File: config.mk
export PLATFORM = sky130hd
export DESIGN_NAME = ps2_kbd_rx
export DESIGN_NICKNAME = d
export VERILOG_FILES = /design/src/rtl/ps2_kbd_rx.sv
export SDC_FILE = /design/constraint.sdc
export NUM_CORES = 1
export LEC_CHECK = 0
export CAP_MARGIN = 10
export CORE_AREA = 10 10 107 109
export DETAILED_ROUTE_END_ITERATION = 10
export DIE_AREA = 0 0 117 119
export DONT_BUFFER_PORTS = 1
export GPL_TIMING_DRIVEN = 0
export PLACE_DENSITY = 0.82
export SYNTH_ARGS = -nofsm -noshare
export SYNTH_HDL_FRONTEND = slang
export SYNTH_SLANG_ARGS = --single-unit
export TNS_END_PERCENT = 20
File: constraint.sdc
create_clock -name clk -period 2.5 [get_ports clk]
set_input_delay 0.5 -clock clk [delete_from_list [all_inputs] [get_ports clk]]
set_output_delay 0.5 -clock clk [all_outputs]
set_load 0.005 [all_outputs]
File: src/rtl/ps2_kbd_rx.sv
// rtl/ps2_kbd_rx.sv - PS/2 keyboard frame receiver with scan-code FIFO
//
// Ports:
//   clk        system clock, rising edge
//   clrn       asynchronous active-low reset
//   ps2_clk    raw keyboard clock (asynchronous)
//   ps2_data   raw keyboard data (asynchronous)
//   nextdata_n active-low read strobe, pops the head byte when ready=1
//   data       FIFO head byte (oldest unread scan code)
//   ready      FIFO non-empty
//   overflow   sticky, a valid frame was dropped because the FIFO was full
//   frame_err  one-cycle pulse on bad start/stop/parity or inter-bit timeout

module ps2_kbd_rx #(
  parameter int FIFO_DEPTH  = 8,
  parameter int SYNC_STAGES = 3,
  parameter int TIMEOUT_CYC = 50000
) (
  input  logic       clk,
  input  logic       clrn,
  input  logic       ps2_clk,
  input  logic       ps2_data,
  input  logic       nextdata_n,
  output logic [7:0] data,
  output logic       ready,
  output logic       overflow,
  output logic       frame_err
);

  localparam int PW = $clog2(FIFO_DEPTH);
  localparam int TW = $clog2(TIMEOUT_CYC + 1);
  localparam logic [TW-1:0] TMO_LAST = TW'(TIMEOUT_CYC - 1);

  typedef enum logic {IDLE, SHIFT} state_t;

  state_t                 state_q, state_d;
  logic [SYNC_STAGES-1:0] clk_sync;
  logic [1:0]             dat_sync;
  logic                   fall;
  logic                   sample;
  logic [3:0]             cnt_q, cnt_d;
  logic [9:0]             buf_q;
  logic [TW-1:0]          tmo_q;
  logic [PW:0]            w_ptr, r_ptr;
  logic [7:0]             fifo [FIFO_DEPTH];
  logic                   capture, evaluate, timeout;
  logic                   frame_ok, empty, full, push, pop, drop;

  // clk_sync[0] is the newest stage; a fall is the oldest pair reading 1 then 0
  always_ff @(posedge clk or negedge clrn) begin
    if (!clrn) begin
      clk_sync <= '0;
      dat_sync <= '0;
    end else begin
      clk_sync <= {clk_sync[SYNC_STAGES-2:0], ps2_clk};
      dat_sync <= {dat_sync[0], ps2_data};
    end
  end

  assign fall   = clk_sync[SYNC_STAGES-1] & ~clk_sync[SYNC_STAGES-2];
  assign sample = dat_sync[1];

  always_ff @(posedge clk or negedge clrn) begin
    if (!clrn) begin
      state_q <= IDLE;
      cnt_q   <= 4'd0;
    end else begin
      state_q <= state_d;
      cnt_q   <= cnt_d;
    end
  end

  always_comb begin
    state_d  = state_q;
    cnt_d    = cnt_q;
    capture  = 1'b0;
    evaluate = 1'b0;
    timeout  = 1'b0;
    case (state_q)
      IDLE: begin
        if (fall) begin
          capture = 1'b1;
          cnt_d   = 4'd1;
          state_d = SHIFT;
        end
      end
      SHIFT: begin
        if (fall) begin
          if (cnt_q == 4'd10) begin
            // stop bit is the live sample, never stored
            evaluate = 1'b1;
            cnt_d    = 4'd0;
            state_d  = IDLE;
          end else begin
            capture = 1'b1;
            cnt_d   = cnt_q + 4'd1;
          end
        end else if (tmo_q == TMO_LAST) begin
          timeout = 1'b1;
          cnt_d   = 4'd0;
          state_d = IDLE;
        end
      end
      default: begin
        state_d = IDLE;
        cnt_d   = 4'd0;
      end
    endcase
  end

  always_ff @(posedge clk or negedge clrn) begin
    if (!clrn) begin
      buf_q <= '0;
      tmo_q <= '0;
    end else begin
      if (capture) buf_q[cnt_q] <= sample;
      if (state_q == SHIFT && !fall) tmo_q <= tmo_q + TW'(1);
      else                           tmo_q <= '0;
    end
  end

  assign frame_ok = ~buf_q[0] & sample & (^buf_q[9:1]);
  assign empty    = (w_ptr == r_ptr);
  assign full     = (w_ptr[PW-1:0] == r_ptr[PW-1:0]) && (w_ptr[PW] != r_ptr[PW]);
  // fullness uses pre-pop pointers, so a same-cycle pop does not rescue a full FIFO
  assign push     = evaluate & frame_ok & ~full;
  assign drop     = evaluate & frame_ok & full;
  assign pop      = ~nextdata_n & ~empty;

  always_ff @(posedge clk or negedge clrn) begin
    if (!clrn) begin
      for (int i = 0; i < FIFO_DEPTH; i++) fifo[i] <= 8'h00;
      w_ptr     <= '0;
      r_ptr     <= '0;
      overflow  <= 1'b0;
      frame_err <= 1'b0;
    end else begin
      if (push) begin
        fifo[w_ptr[PW-1:0]] <= buf_q[8:1];
        w_ptr <= w_ptr + (PW+1)'(1);
      end
      if (pop)  r_ptr    <= r_ptr + (PW+1)'(1);
      if (drop) overflow <= 1'b1;
      frame_err <= (evaluate & ~frame_ok) | timeout;
    end
  end

  assign data  = fifo[r_ptr[PW-1:0]];
  assign ready = ~empty;

endmodule

* Yosys cells after proc, flatten, opt, wreduce, memory -nomap -nowiden
Index checks and enable logic that the tools add are counted.
W data, S select, Z words.
** Word-level totals
- Bits in registers :: 110
- Output and inout bits :: 11
- Logic and storage cells :: 87
** Operators by class
- $add $sub $neg :: 4
- Order comparisons :: 5
- Equality and inequality tests :: 7
- Mux-type cells :: 28
- Bitwise operators :: 18
- Reduce and logical (&&, ||, !) cells :: 7
** Operators with widths (number)
- $bwmux W64 :: 1
- $bmux W8 S3 :: 1
- $demux W8 S3 :: 1
- $mux W8 :: 3
- $add A16 B1 Y16 const B :: 1
- $eq A16 B16 Y1 const B :: 1
- $mux W16 :: 1
- $mux W4 :: 4
- $add A4 B1 Y4 const B :: 3
- $mux W1 :: 12
- $bwmux W10 :: 1
- $reduce_xor A9 Y1 :: 1
- $and A1 B1 Y1 :: 8
- $ge A4 B4 Y1 const B :: 2
- $not A3 Y4 :: 2
- $pmux W4 S2 :: 1
- $not A1 Y1 :: 7
- $lt A4 B5 Y1 const B :: 1
- $demux W1 S4 :: 1
- $eq A4 B4 Y1 :: 1
- $eq A4 B4 Y1 const B :: 1
- $ge A4 B1 Y1 const B :: 1
- $logic_and A1 B1 Y1 :: 4
- $lt A4 B1 Y1 const B :: 1
- 8 further kinds :: 9

* Depth between registers and ports, before layout
Gate-level depths: netlist of the first run.
- Word-level depth :: 6
- Depth in mapped cells :: 8
- Gate-level depth less buffers :: 6

* Least setup slack after synthesis of the first run
No wires, ideal clock.
- Path kind :: register to register
- From :: register r_ptr[0]
- To :: register fifo[40] in the netlist's numbering
- Setup time :: 0.125 ns
- Arrival time :: 2.331 ns
- Path slack :: 0.045 ns
- Stages on the path, launching flop included :: 8
- Clock period less this slack :: 2.455 ns
- Cell sequence :: dfrtp_1 buf_2 xor2_1 nor4_2 nand2b_1 or3b_1 buf_2 mux2_2
** Between the ends
- Word-level cells in the longest chain between the ends :: 4
** RTL lines
- from (decl) :: line 44 : logic [PW:0] w_ptr, r_ptr;
- from (signal assigned) :: line 142 : if (pop) r_ptr <= r_ptr + (PW+1)'(1);
- $eq A3 B3 Y1 :: line 124 : assign full = (w_ptr[PW-1:0] == r_ptr[PW-1:0]) && (w_ptr[PW] != r_ptr[PW]);
- $logic_and A1 B1 Y1 :: line 124
- $not A1 Y1 :: line 126 : assign push = evaluate & frame_ok & ~full;
- $and A1 B1 Y1 :: line 126
- to (signal, indexed assignment) :: line 139 : fifo[w_ptr[PW-1:0]] <= buf_q[8:1];
- to (decl) :: line 45 : logic [7:0] fifo [FIFO_DEPTH];
No other way between the ends.
A chain may end at the register's enable or synchronous reset.

* Worst setup path in the final report of the first run
- From :: register buf_q[8]
- To :: register fifo[49] in the netlist's numbering
** Between the ends
- Word-level cells in the longest chain between the ends :: 4
** RTL lines
- from (decl) :: line 42 : logic [9:0] buf_q;
- from (signal, indexed assignment) :: line 116 : if (capture) buf_q[cnt_q] <= sample;
- $reduce_xor A9 Y1 :: line 122 : assign frame_ok = ~buf_q[0] & sample & (^buf_q[9:1]);
- $and A1 B1 Y1 :: line 122
- $and A1 B1 Y1 (2 in series) :: line 126
No other way between the ends.

==> results.md, run 1 <==
* Status: finished, violations left
* Failing checks: negative hold slack, negative setup slack
* Area Growth Syn to Fin at 11.71%
* Avg Inst Size Synth at 13.90 um^2
* Clock buffer depth at 2
* # clock sinks at 110
* Max-slew violations at 0
* Final ANT Viol Nets at 0
* Largest net degree at the start of global routing at 111
* Max-cap viol count at 0
* P_leak at 2.732 nW
* Core footprint at 9459 um^2
* Post-synth EDFFs at 0
* Ys Warns at 0
* Clk pin slew, worst setup/hold paths at around 0.1 ns
* Htree depth at 3
* WP data required at 2.77 ns
* Row cnt at 36
* Sequential area share after synthesis at 52.68%
* Ys async rst share at 100.0%
* IO Pins at 16
* Die footprint at 13920 um^2
* CTS root buf: clkbuf_8
* Power Density at 876.0 nW/um^2
* Final Hold Viols at 110
* Port buffer count at 0
* Max FO, Critical Path at 10
* Clock Skew at 0.01189 ns
* Mapped Cells at roughly 380
* Final Non-Filler Cells at about 510
* GRT Total Usage at ~15%
* Worst Path Arrival at 2.80 ns
* # nets final at 401
* Grt ovf at 0
* Min Hold Slack at -0.1979 ns
* RSZ-0062 raised after global routing: yes
* TritonCTS clock tree: done
* Commonest non-fill, non-tap cell in the layout: dfrtp_1
* Dpl hpwl at 6598 um
* Drt first pass iters at 5
* First-pass GRT wire length at 16750 um
* Post-synth cell types at 47
* Remaining DRCs at 0
* DRT iter0 DRCs at 166
* Antenna cells at 0
* Period utilization at 101.2%
* Clock latency on the worst-skew pair at 0.38 ns
* GP Congestion at approximately 0.84
* Area of the mapped netlist at 5225 um^2
* Net Count, Synth at 384
* Synth top area cells: dfrtp_1 (53%), mux2_2 (15%), mux4_2 (6.9%)
* Clock buffer count from CTS at 9
* Setup-failing EPs final at 14
* Initial antenna violation count at 0
* Starting density of the core at between 50% and 60%
* Die height at ~120 um
* Max IR drop VDD at ~0.52 mV
* FF+latch count, synth at 110
* Worst Setup Start Kind: flip-flop
* Chip width at 117 um
* Filler instances at 683
* Layout cells sized above 1 at 40.45%
* Number of global-route vias before repair at 3265
* Design Power at between 5 and 6 mW
* Slew margin rel. at 54.23%
* Area share of the largest cell type after synthesis at a little over half
* Fmax at 395.1 MHz
* DR WL/cell at 19.68 um
* Avg Vias per Cell at 5.949
* Ys flop type: dfrtp_1
* Via count at 3046
* Min Tclk post-route at 2.531 ns
* Synth area leader: dfrtp_1
* Setup TNS at -0.2262 ns
* Hold crit path type: in2async
* Critical path class: reg2reg
* Crit end category: flip-flop
* Worst Tran Pin Value at 0.6815 ns
* Post-route setup slack at -0.03097 ns
* Total wire length at 10080 um
* DP Cell Count at 490
* Most frequent cells in the layout: dfrtp_1 (108), mux2_2 (68), nand2_1 (20)
per-stage QoR:
step / setup WS, ns / hold WS, ns / utilization (%) / cell area, um^2
2_1_floorplan: 0.04472 / 0.2044 / - / 5225
4_1_cts: -0.1167 / -0.2180 / 60.13 / 5688
3_5_place_dp: -0.3262 / 0.2083 / 56.75 / 5368
3_3_place_gp: -0.2443 / 0.2086 / 56.75 / 5368
5_1_grt: -0.09344 / -0.2292 / 61.71 / 5837
6_report: -0.03097 / -0.1979 / 61.71 / 5837
where the power goes:
group	switching [mW]	total, mW	internal (mW)
registers	0.102	2.01	1.90
clock network	0.613	1.21	0.599
logic	1.00	1.90	0.892
total	1.72	5.11	3.39
cell families after synthesis:
kind of cell	after synthesis	share of synthesized area, %
xor gates and xnor gates	30	5.460
DFF	110	52.68
and+or+nand+nor	88	9.602
AOI/OAI and AO/OA	20	2.467
buffers and inverters	25	2.921
adders and majority gates	3	0.7185
muxes	100	26.15
state kept, by name (all words and copies together) (netlist names), 2 cells and up:
| signal | cells |
|---|---|
| r_ptr | 4 |
| buf_q | 10 |
| dat_sync | 2 |
| cnt_q | 4 |
| tmo_q | 16 |
| clk_sync | 3 |
| fifo | 64 |
| w_ptr | 4 |
final cells by class:
class / count / area, um^2 / share of cell area (%)
plain buffers: 19 / 166.4 / 2.851
clock buffers: 10 / 137.6 / 2.358
clock inverters: 6 / 95.09 / 1.629
inverters: 3 / 11.26 / 0.1929
multi-input cells: 241 / 2411 / 41.31
flip-flops and latches: 110 / 2755 / 47.20
well taps: 114 / 142.6 / 2.444
repair buffers: 9 / 117.6 / 2.015
routing by layer:
metal  global-route usage [%]  routed length, um  vias to the layer above
li1                         -                  -                     1381
met1                    19.18               4357                     1610
met2                    24.90               5301                       45
met3                    3.916                322                       10
met4                    4.482                 96                        0
met5                        0                  0                        -
synthesized netlist by cell type (5+ instances only):
master	instances
nand2_1	20
clkbuf_1	5
nand3_1	12
mux2_2	68
xor2_1	16
nor3_1	9
nor2_1	16
mux4_2	16
dfrtp_1	110
buf_2	6
mux2_4	16
xnor2_1	12
a21oi_1	6
path summary, 6_finish.rpt:
check                                  from     endpoint  slack (ns)  cells past startpoint
worst max-delay path               buf_q[8]     fifo[49]       -0.03                      6
worst min-delay path                   clrn      fifo[2]       -0.20                      0
worst max register to register     buf_q[8]     fifo[49]       -0.03                      6
worst min register to register  dat_sync[0]  dat_sync[1]        0.36                      0
max in group asynchronous              clrn  clk_sync[2]        2.52                      0
min in group clk                    ps2_clk  clk_sync[0]        0.15                      0
what timing repair did:
item	in CTS	in global routing
gates resized for setup	18	19
endpoints found under the hold margin	110	110
setup endpoints to repair	72	68
pin swaps	2	6
buffers inserted	1	8
critical path: stages, from the launching register on:
cell and delay [ns]:
dfrtp_2 0.50, xnor2_2 0.16, xnor3_2 0.50, xnor2_4 0.23, or4_4 0.56, buf_6 0.17
mux2_4 0.30
No activity file was read; power rests on OpenSTA's default activity.
==> inputs of run 2 (changes only) <==
--- a/config.mk
+++ b/config.mk
@@ -7,11 +7,13 @@
 export LEC_CHECK = 0
 export CAP_MARGIN = 10
 export CORE_AREA = 10 10 107 109
+export CTS_CLUSTER_SIZE = 10
 export DETAILED_ROUTE_END_ITERATION = 10
 export DIE_AREA = 0 0 117 119
 export DONT_BUFFER_PORTS = 1
 export GPL_TIMING_DRIVEN = 0
 export PLACE_DENSITY = 0.82
+export SLEW_MARGIN = 5
 export SYNTH_ARGS = -nofsm -noshare
 export SYNTH_HDL_FRONTEND = slang
 export SYNTH_SLANG_ARGS = --single-unit
==> constraint.sdc (replaced) <==
create_clock -name clk -period 2.5 [get_ports clk]
set_input_delay 0.375 -clock clk [delete_from_list [all_inputs] [get_ports clk]]
set_output_delay 0.375 -clock clk [all_outputs]
set_load 0.005 [all_outputs]
==> results.md, run 2 (synthesis results as in run 1) <==
* Clock latency on the worst-skew pair at 0.38 ns (about the same)
* Hold crit path type: in2async
* WP data required at 2.77 ns (about the same)
* Power Density at 878.5 nW/um^2 (+0.28%)
* Max FO, Critical Path at 10 (unchanged)
* Worst Setup Start Kind: flip-flop
* TritonCTS clock tree: done
* FF-to-FF path depth at 7 (+1)
* Antenna cells at 0 (unchanged)
* Port buffer count at 0 (unchanged)
* Min Hold Slack at -0.3231 ns (-0.1253 ns)
* Clock buffer count from CTS at 9 (unchanged)
* Setup TNS at -0.2866 ns (-0.06043 ns)
* Final Hold Viols at 110 (unchanged)
* DRT iter0 DRCs at 144 (-13%)
* Fmax at 395.8 MHz (+0.18%)
* P_leak at 2.721 nW (-0.40%)
* Period utilization at 101.1% (-0.19 points)
* Die footprint at 13920 um^2 (unchanged)
* CTS root buf: clkbuf_8
* Total wire length at 10000 um (-0.75%)
* DR WL/cell at 19.46 um (-1.1%)
* Status: finished, violations left
* Layout cells sized above 1 at 40.00% (-0.45 points)
* Top flop regs: fifo x64, tmo_q x16, buf_q x10
* Most frequent cells in the layout: dfrtp_1 (108), mux2_2 (68), nand2_1 (20)
* Starting density of the core at 55.24% (unchanged)
* Worst Path Arrival at 2.80 ns (about the same)
* Pre-CTS setup slack at -0.3262 ns (unchanged)
* Final ANT Viol Nets at 0 (unchanged)
* Reg2reg setup slack at -0.03 ns (about the same)
* GP Congestion at 0.8370 (unchanged)
* Setup-failing EPs final at 20 (+6)
* Failing checks: negative hold slack, negative setup slack
* IO Pins at 16 (unchanged)
* Clock Skew at 0.01155 ns (-0.0003478 ns)
* Post-route setup slack at -0.02632 ns (+0.004646 ns)
* Dpl hpwl at 6598 um (unchanged)
* R2R Path End: fifo[4]
* Critical path class: reg2reg
* Number of global-route vias before repair at 3290 (+0.77%)
* GRT Total Usage at 15.26% (+0.11 points)
* Clock buffer depth at 2 (unchanged)
* Clk pin slew, worst setup/hold paths at 0.10 ns (about the same)
* Placed cell areas at 5368 um^2 (unchanged)
* Largest net degree at the start of global routing at 111 (unchanged)
* First-pass GRT wire length at 16890 um (+0.87%)
* Worst Tran Pin Value at 0.6106 ns (-0.07090 ns)
* Chip width at 117 um (unchanged)
* Max IR drop VDD at 0.5977 mV (+16%)
* Via count at 3035 (-0.36%)
* Drt first pass iters at 5 (unchanged)
* # nets final at 403 (+0.50%)
* Slew margin rel. at 59.29% (+5.1 points)
* Die height at 119 um (unchanged)
* Max-slew violations at 0 (unchanged)
* Max-cap viol count at 0 (unchanged)
* Area Growth Syn to Fin at 10.99%
* Row cnt at 36 (unchanged)
* Htree depth at 3 (unchanged)
* RSZ-0062 raised after global routing: yes
* Final non-filler cell area at 5799 um^2 (-0.64%)
* Core footprint at 9459 um^2 (unchanged)
* Remaining DRCs at 0 (unchanged)
* Initial antenna violation count at 0 (unchanged)
* Max reg flops at 64 (unchanged)
* Commonest non-fill, non-tap cell in the layout: dfrtp_1
* Min Tclk post-route at 2.526 ns (-0.004646 ns)
* # clock sinks at 110 (unchanged)
* Grt ovf at 0 (unchanged)
* Crit end category: flip-flop
* R2R Path Start: buf_q[8]
* Avg Vias per Cell at 5.905 (-0.75%)
* Top reg by flops: fifo
run 2: critical path, cell delays in order, from the launching register on:
cell and delay [ns]:
dfrtp_2 0.50, xnor2_2 0.16, xnor3_2 0.50, xnor2_4 0.22
buf_4 0.18, nor4_4 0.33, buf_12 0.18, mux2_2 0.34
run 2: repair_timing:
item	in CTS	in global routing
gates resized for setup	15	11
setup buffers	3	6
cloned	0	0
endpoints found under the hold margin	110	112
endpoints found under the setup margin	72	58
pin swaps	3	5
run 2: layout make-up:
type                            instances  area [um^2]
Buffer                                 19        141.4
Clock buffer                           10        137.6
Clock inverter                          6        95.09
Fill cell                             697         3660
Inverter                                3        11.26
Multi-Input combinational cell        241         2404
Sequential cell                       110         2755
Tap cell                              114        142.6
Timing Repair Buffer                   11        112.6
run 2: through the flow:
step	hold WS, ns	util (%)	std cells	power (mW)
after global placement	0.08359	56.75	490	3.358
final	-0.3231	61.31	514	5.094
after floorplan	0.07941	-	376	3.128
after CTS	-0.3430	60.19	509	4.792
after detailed placement	0.08327	56.75	490	3.421
after global routing	-0.3542	61.31	514	5.342
run 2: how the worst max path moves through the flow:
stage	start	endpoint	slack, ns	depth (start not counted)
global route	buf_q[8]	fifo[5]	-0.08	7
finish	buf_q[8]	fifo[4]	-0.03	7
floorplan	r_ptr[0]	fifo[40]	0.04	7
detailed placement	r_ptr[0]	fifo[42]	-0.33	7
global placement	r_ptr[0]	fifo[40]	-0.24	7
CTS	clk_sync[1]	fifo[8]	-0.12	6
run 2: power breakdown:
part,switching (mW),leakage [nW],total (mW),internal (mW)
clock network,0.612,0.117,1.21,0.599
registers,0.0980,1.49,2.00,1.90
logic,1.02,1.11,1.88,0.864
total,1.73,2.72,5.09,3.37
run 2: layer usage:
layer	track usage (%)	vias to the layer above	part of all wire, %
met2	25.36	44	53
met1	19.08	1602	43
met4	4.482	0	0.95
met5	0	-	0
li1	-	1382	-
met3	3.916	7	3.3
==> inputs of run 3 (changes only) <==
--- a/config.mk
+++ b/config.mk
@@ -6,10 +6,12 @@
 export NUM_CORES = 1
 export LEC_CHECK = 0
 export CAP_MARGIN = 10
-export CORE_AREA = 10 10 107 109
+export CELL_PAD_IN_SITES_DETAIL_PLACEMENT = 1
+export CELL_PAD_IN_SITES_GLOBAL_PLACEMENT = 1
+export CORE_AREA = 10 10 116 118
 export CTS_CLUSTER_SIZE = 10
 export DETAILED_ROUTE_END_ITERATION = 10
-export DIE_AREA = 0 0 117 119
+export DIE_AREA = 0 0 126 128
 export DONT_BUFFER_PORTS = 1
 export GPL_TIMING_DRIVEN = 0
 export PLACE_DENSITY = 0.82
==> results.md, run 3 (synthesis results as in run 1) <==
* Clk pin slew, worst setup/hold paths at 0.08 ns (-0.02 ns)
* Largest net degree at the start of global routing at 111 (unchanged)
* First-pass GRT wire length at 18910 um (+12%)
* Die footprint at 16130 um^2 (+16%)
* Clock buffer depth at 2 (unchanged)
* Footprint of the multi-input gates at 2451 um^2 (+2.0%)
* WP data required at 2.74 ns (-0.03 ns)
* Worst Setup Start Kind: flip-flop
* Top flop regs: fifo x64, tmo_q x16, buf_q x10
* Clock latency on the worst-skew pair at 0.36 ns (-0.02 ns)
* Final Hold Viols at 110 (unchanged)
* Row cnt at 39 (+8.3%)
* Fmax at 393.0 MHz (-0.71%)
* Dpl hpwl at 7371 um (+12%)
* TritonCTS clock tree: done
* Slowest stage delay, CP at 0.51 ns (about the same)
* Seq pwr share at 36.5% (-2.8 points)
* Area Growth Syn to Fin at 14.70%
* Power Density at 922.1 nW/um^2 (+5.0%)
* Max reg flops at 64 (unchanged)
* Die height at 128 um (+7.6%)
* Net Sw Frac at 34.11% (+0.18 points)
* # nets final at 405 (+0.50%)
* Min Hold Slack at -0.2892 ns (+0.03395 ns)
* Filler instances at 1085 (+56%)
* Final non-filler cell area at 5993 um^2 (+3.3%)
* Placed cell areas at 5404 um^2 (+0.68%)
* Hold crit path type: in2async
* Top delay family on crit path: XOR/XNOR gates
* Grt ovf at 0 (unchanged)
* Setup TNS at -0.2985 ns (-0.01191 ns)
* Chip width at 126 um (+7.7%)
* DR WL/cell at 22.22 um (+14%)
* Number of global-route vias before repair at 3465 (+5.3%)
* Starting density of the core at 46.56% (-8.7 points)
* Avg Vias per Cell at 5.706 (-3.4%)
* Slew margin rel. at 53.24% (-6.1 points)
* Clock Skew at 0.01673 ns (+0.005183 ns)
* Worst Path Arrival at 2.78 ns (-0.02 ns)
* Period utilization at 101.8% (+0.72 points)
* CP max-delay cell: xnor3_2
* Htree depth at 3 (unchanged)
* Core footprint at 11220 um^2 (+19%)
* Switching Power at 1.885 mW (+9.0%)
* GRT Total Usage at 14.52% (-0.74 points)
* Max IR drop VDD at 0.6300 mV (+5.4%)
* Drt first pass iters at 4 (-1)
* Worst path bufs/invs at 4 (+2)
* Power Internal at 3.641 mW (+8.2%)
* Post-layout util at 53.40% (-7.9 points)
* Status: finished, violations left
* Initial antenna violation count at 0 (unchanged)
* Min Tclk post-route at 2.544 ns (+0.01808 ns)
* CTS root buf: clkbuf_16
* IO Pins at 16 (unchanged)
* GP Congestion at 0.8193 (-2.1%)
* Port buffer count at 0 (unchanged)
* Pre-CTS setup slack at -0.4446 ns (-0.1183 ns)
* Remaining DRCs at 0 (unchanged)
* Comb pwr share at 38.5% (+1.5 points)
* Commonest non-fill, non-tap cell in the layout: dfrtp_1
* Setup-failing EPs final at 10 (-50%)
* Worst Tran Pin Value at 0.7014 ns (+0.09081 ns)
* Max-cap viol count at 0 (unchanged)
* Clock network power share at 24.9% (+1.1 points)
* P_leak at 2.780 nW (+2.2%)
* CP most frequent cell: buf_6
* Top reg by flops: fifo
* Layout cells sized above 1 at 41.29% (+1.3 points)
* DRT iter0 DRCs at 209 (+45%)
* Reg area at 2755 um^2 (unchanged)
* Final ANT Viol Nets at 0 (unchanged)
* Max FO, Critical Path at 6 (-4)
* Antenna cells at 0 (unchanged)
* Clock buffer count from CTS at 9 (unchanged)
* # clock sinks at 110 (unchanged)
* CP Cell Sequence: buf_6, xnor2_2, xnor3_2, xnor2_4, buf_6, nor4_4, buf_4, buf_12, mux2_4
* Crit end category: flip-flop
* Post-route setup slack at -0.04440 ns (-0.01808 ns)
* Total wire length at 12110 um (+21%)
* Critical path class: reg2reg
* Most frequent cells in the layout: dfrtp_1 (108), mux2_2 (60), mux2_4 (24)
* Via count at 3110 (+2.5%)
* Max-slew violations at 0 (unchanged)
* RSZ-0062 raised after global routing: yes
* Failing checks: negative hold slack, negative setup slack
[run 3: cell types whose count changed in the layout (fill, tap and decap cells not counted), moves of 2 or more]
cell and change:
mux2_4 +8, clkbuf_16 +10, clkbuf_8 -9, xor2_2 +2, xor2_1 -2, dlygate4sd3_1 -2, bufinv_16 -2, inv_6 +2
mux2_2 -8, buf_6 +2, clkinv_4 -2
[run 3: through the flow]
step | total power [mW] | instances
detailed placement | 3.466 | 519
floorplan | 3.128 | 376
CTS | 5.134 | 538
global placement | 3.386 | 519
global route | 5.811 | 545
finish | 5.526 | 545
[run 3: timing repair]
item                       in CTS  in global routing
resized for setup              16                 27
setup endpoints to repair      73                 64
pin swaps                       5                  7
hold endpoints to repair      110                110
buffers inserted                6                  6
cloned                          0                  1
[run 3: worst paths after layout]
| kind | start | end | slack (ns) | cells past startpoint |
|---|---|---|---|---|
| max in group asynchronous | clrn | buf_q[8] | 2.62 | 0 |
| max | buf_q[7] | fifo[0] | -0.04 | 9 |
| max reg2reg | buf_q[7] | fifo[0] | -0.04 | 9 |
| min in group clk | ps2_data | dat_sync[0] | 0.06 | 0 |
| min | clrn | fifo[59] | -0.29 | 0 |
| min reg2reg | dat_sync[0] | dat_sync[1] | 0.35 | 0 |
[run 3: power by group through the flow]
stage | clock, mW | sequential, mW | combinational [mW]
6_report | 1.38 | 2.02 | 2.13
2_1_floorplan | 0 | 1.99 | 1.14
5_1_grt | 1.49 | 2.04 | 2.28
3_3_place_gp | 0 | 2.00 | 1.38
4_1_cts | 1.40 | 2.01 | 1.72
3_5_place_dp | 0 | 2.01 | 1.45
[run 3: area by class of cell]
cell class,count,area share [%]
multi-input combinational,241,40.90
timing repair buffer,13,2.610
tap,143,2.985
clock buffer,11,4.050
buffer,19,2.589
sequential,110,45.97
clock inverter,5,0.7098
inverter,3,0.1879
[run 3: worst reg2reg max path, cell delays in order, from the launching register on]
cell,delay [ns]
dfrtp_1,0.40
buf_6,0.14
xnor2_2,0.12
xnor3_2,0.51
xnor2_4,0.22
buf_6,0.17
nor4_4,0.25
buf_4,0.20
buf_12,0.13
mux2_4,0.31
[run 3: layer usage]
layer | GRT usage (%) | part of all wire (%)
met4 | 4.019 | 0.75
met3 | 2.936 | 2.2
met1 | 17.65 | 43
met2 | 25.59 | 54
met5 | 0 | 0
